`src/rtl/sync_fifo_flags.sv`:
```
// Single-clock first-word-fall-through FIFO with occupancy flags, fill level and sticky errors.
// Optional high-water-mark tracking is built only when SYNC_FIFO_HWM_EN is defined.
module sync_fifo_flags #(
  parameter int G_DATA_WIDTH_BITS = 9,
  parameter int G_ADDR_WIDTH_BITS = 6,
  parameter int G_AFULL_THRESH    = 56,
  parameter int G_AEMPTY_THRESH   = 8
) (
  input  logic                         clk,
  input  logic                         rst_n,
  input  logic                         w_en,
  input  logic [G_DATA_WIDTH_BITS-1:0] w_data,
  input  logic                         r_en,
  output logic [G_DATA_WIDTH_BITS-1:0] r_data,
  output logic                         full,
  output logic                         empty,
  output logic                         almost_full,
  output logic                         almost_empty,
  output logic [G_ADDR_WIDTH_BITS:0]   fill_level,
  output logic                         overflow,
  output logic                         underflow,
  input  logic                         clr_err,
  output logic [G_ADDR_WIDTH_BITS:0]   hwm_level
);

  localparam int DW      = G_DATA_WIDTH_BITS;
  localparam int AW      = G_ADDR_WIDTH_BITS;
  localparam int DEPTH_C = 1 << AW;

  localparam logic [AW:0]   DEPTH_L    = (AW+1)'(DEPTH_C);
  localparam logic [AW:0]   AFULL_L    = (AW+1)'(G_AFULL_THRESH);
  localparam logic [AW:0]   AEMPTY_L   = (AW+1)'(G_AEMPTY_THRESH);
  localparam logic [AW:0]   FILL_ONE_L = (AW+1)'(32'd1);
  localparam logic [AW:0]   FILL_ZERO_L = (AW+1)'(32'd0);
  localparam logic [AW-1:0] PTR_ONE_L  = AW'(32'd1);
  localparam logic [AW-1:0] PTR_ZERO_L = AW'(32'd0);

  logic [DW-1:0] mem_r [DEPTH_C];
  logic [AW-1:0] w_ptr_r;
  logic [AW-1:0] r_ptr_r;
  logic          wr_acc_s;
  logic          rd_acc_s;
  logic          ovf_set_s;
  logic          udf_set_s;
  logic [AW:0]   fill_next_s;

  // Accept/error decode and next occupancy; a full FIFO still takes a write when a read frees a slot
  always_comb begin
    wr_acc_s    = w_en & (~full | r_en);
    rd_acc_s    = r_en & ~empty;
    ovf_set_s   = w_en & full & ~r_en;
    udf_set_s   = r_en & empty;
    fill_next_s = fill_level;
    case ({wr_acc_s, rd_acc_s})
      2'b10:   fill_next_s = fill_level + FILL_ONE_L;
      2'b01:   fill_next_s = fill_level - FILL_ONE_L;
      default: fill_next_s = fill_level;
    endcase
  end

  // Pointers, occupancy, flags and sticky errors; every flag derives from the next occupancy
  always_ff @(posedge clk) begin
    if (!rst_n) begin
      w_ptr_r      <= PTR_ZERO_L;
      r_ptr_r      <= PTR_ZERO_L;
      fill_level   <= FILL_ZERO_L;
      empty        <= 1'b1;
      full         <= 1'b0;
      almost_full  <= 1'b0;
      almost_empty <= 1'b1;
      overflow     <= 1'b0;
      underflow    <= 1'b0;
    end else begin
      if (wr_acc_s) begin
        w_ptr_r <= w_ptr_r + PTR_ONE_L;
      end
      if (rd_acc_s) begin
        r_ptr_r <= r_ptr_r + PTR_ONE_L;
      end
      fill_level   <= fill_next_s;
      empty        <= (fill_next_s == FILL_ZERO_L);
      full         <= (fill_next_s == DEPTH_L);
      almost_full  <= (fill_next_s >= AFULL_L);
      almost_empty <= (fill_next_s <= AEMPTY_L);
      overflow     <= ovf_set_s | (overflow & ~clr_err);
      underflow    <= udf_set_s | (underflow & ~clr_err);
    end
  end

  // Storage array, deliberately left unreset so it can map onto RAM
  always_ff @(posedge clk) begin
    if (rst_n && wr_acc_s) begin
      mem_r[w_ptr_r] <= w_data;
    end
  end

  // Fall-through head word, forced to zero while nothing is stored
  always_comb begin
    if (empty) begin
      r_data = {DW{1'b0}};
    end else begin
      r_data = mem_r[r_ptr_r];
    end
  end

`ifdef SYNC_FIFO_HWM_EN
  logic [AW:0] hwm_r;

  // High-water mark; clr_err restarts tracking from the current occupancy
  always_ff @(posedge clk) begin
    if (!rst_n) begin
      hwm_r <= FILL_ZERO_L;
    end else if (clr_err) begin
      hwm_r <= fill_next_s;
    end else if (fill_next_s > hwm_r) begin
      hwm_r <= fill_next_s;
    end
  end

  assign hwm_level = hwm_r;
`else
  assign hwm_level = {(AW+1){1'b0}};
`endif

endmodule

```
`config.mk`:
```
export PLATFORM = sky130hd
export DESIGN_NAME = sync_fifo_flags
export DESIGN_NICKNAME = d
export VERILOG_FILES = /design/src/rtl/sync_fifo_flags.sv
export SDC_FILE = /design/constraint.sdc
export NUM_CORES = 1
export LEC_CHECK = 0
export CAP_MARGIN = 20
export CELL_PAD_IN_SITES_DETAIL_PLACEMENT = 0
export CELL_PAD_IN_SITES_GLOBAL_PLACEMENT = 1
export CORE_MARGIN = 2
export CORE_UTILIZATION = 50
export DETAILED_ROUTE_END_ITERATION = 10
export PLACE_DENSITY_LB_ADDON = 0.1
export SLEW_MARGIN = 20
export SYNTH_ARGS = -nofsm -noshare
export SYNTH_HDL_FRONTEND = slang
export SYNTH_SLANG_ARGS = --single-unit
```
`constraint.sdc`:
```
create_clock -name clk -period 3.1 [get_ports clk]
set_clock_uncertainty 0.05 [all_clocks]
set_input_delay 0.775 -clock clk [delete_from_list [all_inputs] [get_ports clk]]
set_output_delay 0.775 -clock clk [all_outputs]
set_load 0.03 [all_outputs]
```
==> qor.log <==
[run_status] result of the run finished with violations
[run_status] violations in the final reports negative setup slack
[placed_design] number of buffers inserted by port buffering 35
[worst_setup_path] required time worst endpoint 2270 ps
[synth] Synth Area in Simple Gates 0.03866
[clocking] TritonCTS clock tree done
[worst_hold_path] Cells on Worst Hold Path 2
[synth] unique cell type count in the Yosys netlist 57
[worst_setup_path] kind of end point of the critical path output pin
[power_and_ir_drop] peak supply drop 0.0004786 V
[global_routing] remaining global-route overflow 0
[clocking] CTS H-tree lvls 2
[global_routing] vias in the first global route 12472
[worst_setup_path] critical-path cell list buf_12, buf_4, mux4_2, mux4_2, o211ai_1, o21ai_2, buf_6
[sta] total count of hold-check failures in the final report 0
[floorplanning] count of pins on the block boundary 43
[worst_setup_path] cell at the slowest stage of the critical path mux4_2
[placed_design] pre-CTS setup slack -495.7 ps
[detailed_routing] drt via density 5.860
[global_routing] pin count of the biggest net entering global routing 65
[cells_and_area] fraction of layout cells with a size suffix above 1 0.3512
[synth] number of warning messages in the yosys log 0
[clocking] clock-pin slew of the registers on the worst-case setup and hold paths 60 ps
[floorplanning] row cnt 80
[synth] main combinational cell family by area after synthesis multiplexers
[clocking] cell chosen for the clock root clkbuf_16
[power_and_ir_drop] P per Cell Area 643.0 nW/um2
[sta] Hold Slack 433.6 ps
[sta] fin crit share 1.230
[detailed_routing] Residual DRC 0
[detailed_routing] First DRT Iteration DRCs 1107
[global_routing] global-route wire length before repair 82630 um
[detailed_routing] mean routed wirelength per cell 26.88 um
[worst_setup_path] worst-case register-to-register setup slack 360 ps
[worst_setup_path] depth of the most critical reg-to-reg path 10
[detailed_routing] total number of vias 12148
[detailed_routing] DRT antenna net count 0
[synth] share of synthesized registers carrying an async set or reset 0
[power_and_ir_drop] LEAKAGE 9.201 nW
[synth] adder-cell share of the synthesized area 0.002612
[worst_setup_path] critical path peak fanout 9
[sta] sum of negative setup slack -5894 ps
[worst_setup_path] Worst Setup EP r_data[7]
[floorplanning] die extent in y 222.9 um
[placed_design] HPWL Detailed 36820 um
[floorplanning] effective utilization at floorplan 0.5037
[cells_and_area] leading cell type in the layout, fill and taps excluded edfxtp_1
[synth] leading register cell type out of synthesis edfxtp_1
[cells_and_area] final core utilization 0.6017
[synth] sequential fraction of the synthesis area 0.7481
[global_routing] antenna violations before repair 0
[cells_and_area] commonest non-fill, non-tap cells in the layout edfxtp_1 (576), buf_4 (186), mux4_2 (151), nor2_1 (75), clkbuf_16 (60)
[clocking] sinks on the clock net 607
[synth] syn_area_per_cell 20.61 um2
[clocking] clock latency reported for the late side of the worst-skew pair 610 ps
[placed_design] routability congestion estimate 0.8558
[global_routing] Total Routing Usage GR 0.2311
[cells_and_area] Diodes inserted 0
[detailed_routing] detailed-route wire length 55720 um
[worst_setup_path] reg2reg start empty
[worst_setup_path] most used cell, CP mux4_2
[sta] RSZ-0062 raised after global routing yes
[placed_design] Cells after DPL 1956
[sta] setup slack of the critical path after layout -713.4 ps
[worst_setup_path] delay contributed by the slowest stage of the critical path 530 ps
[floorplanning] Horiz. Die Dim 222.9 um
[detailed_routing] count of TritonRoute iterations in the first routing pass 5
[power_and_ir_drop] Overall Power 18.40 mW
[cells_and_area] layout net count 1428
[cells_and_area] relative area change from synthesis to final layout 19.45%
[synth] synthesis-stage register bit count 607
[sta] maximum frequency from static timing analysis 262.2 MHz
[sta] slew margin rel. 0.4649
[worst_setup_path] CP Launch Type flop
[clocking] Inserted Clock Buffers 59
[floorplanning] Core Footprint 47550 um2
[synth] cell area after synthesis 23950 um2
[worst_hold_path] min-delay worst type reg -> reg
[worst_setup_path] CP arrival 2990 ps
[synth] xor and xnor area share after synthesis 0.005120
[sta] worst-margin pin slew 802.6 ps
[synth] Post-synth EDFFs 576
[sta] number of max-slew violations in the final report 0
[synth] multiplexer share of the synthesized area 0.1638
[cells_and_area] final instance count without filler cells 2073
[worst_setup_path] capture point of the worst reg-to-reg path almost_empty
[floorplanning] die area 49660 um2
[cells_and_area] cell area after layout 28610 um2
[run] Max-cap violations 0
[sta] final critical-path required period 3813 ps
[worst_setup_path] start-to-end type of the worst setup path reg -> out
[sta] Setup violations, final 9
[placed_design] area post-placement 26460 um2
[synth] gate count after technology mapping 1162
[clocking] buffers from clock root to sink, at most 3
[synth] complex-gate fraction of the synthesized area 0.02346
==> cell usage after synthesis (all sizes together) (8+ instances only) <==
cell / instances / share of area
mux4: 160 / 0.15
dfxtp: 31 / 0.026
nand2: 33 / 0.0052
a21oi: 17 / 0.0036
a22oi: 19 / 0.0060
nand2b: 10 / 0.0026
inv: 9 / 0.0014
o21ai: 17 / 0.0036
nor2: 75 / 0.012
xnor2: 10 / 0.0037
clkbuf: 17 / 0.0027
and2: 14 / 0.0037
mux2i: 27 / 0.011
buf: 49 / 0.014
edfxtp: 576 / 0.72
nand3: 8 / 0.0017
nor2b: 12 / 0.0031
==> power by group <==
group / total, mW / switching [mW] / internal (mW)
clock network: 6.84 / 2.97 / 3.87
logic: 2.44 / 1.21 / 1.23
registers: 9.12 / 0.0852 / 9.03
==> sequential cells by signal (all words and copies together) (netlist names), named ones only <==
signal        cells
overflow          1
mem_r           576
full              1
empty             1
w_ptr_r           6
r_ptr_r           6
underflow         1
almost_empty      1
fill_level        7
almost_full       1
==> metal layers <==
layer | track usage | wire, um | share of wire | up-vias
met5 | 0 | 0 | 0 | -
met4 | 0.06495 | 1458 | 0.026 | 0
li1 | - | - | - | 5277
met3 | 0.03451 | 2784 | 0.050 | 96
met2 | 0.3672 | 26470 | 0.47 | 326
met1 | 0.3386 | 25010 | 0.45 | 6449
==> what timing repair did <==
item | CTS | global route
hold buffers | 0 | 0
pin swaps | 2 | 5
setup buffers | 5 | 2
hold endpoints to repair | 0 | 0
setup endpoints to repair | 9 | 11
cloned | 1 | 0
gates resized for setup | 40 | 19
==> critical path, delay by kind of cell (launching register included) <==
family | cells | cell delay (ps)
compound gates | 2 | 430
buf+inv | 3 | 470
mux | 2 | 1020
flops | 1 | 430
==> worst min-delay path by stage <==
stage	from	end	slack, ps
finish	overflow	overflow	430
global route	overflow	overflow	480
CTS	overflow	overflow	440
detailed placement	underflow	underflow	430
global placement	underflow	underflow	420
floorplan	r_ptr_r[5]	flop	420
==> kinds of logic after synthesis <==
| logic type | after synthesis |
|---|---|
| DFF | 607 |
| and+or+nand+nor | 188 |
| muxes | 187 |
| AOI/OAI and AO/OA | 84 |
| buffers and inverters | 76 |
| xor gates and xnor gates | 14 |
| adders and majority gates | 5 |
| other | 1 |
==> final cells by class <==
class / count / area [um2]
fillers: 3452 / 18940
flip-flops and latches: 607 / 17930
multi-input cells: 485 / 5809
repair buffers: 246 / 2217
clock buffers: 71 / 1543
well taps: 615 / 769.5
clock inverters: 39 / 304.0
inverters: 10 / 37.54
Power figures use the tool's default switching activity.
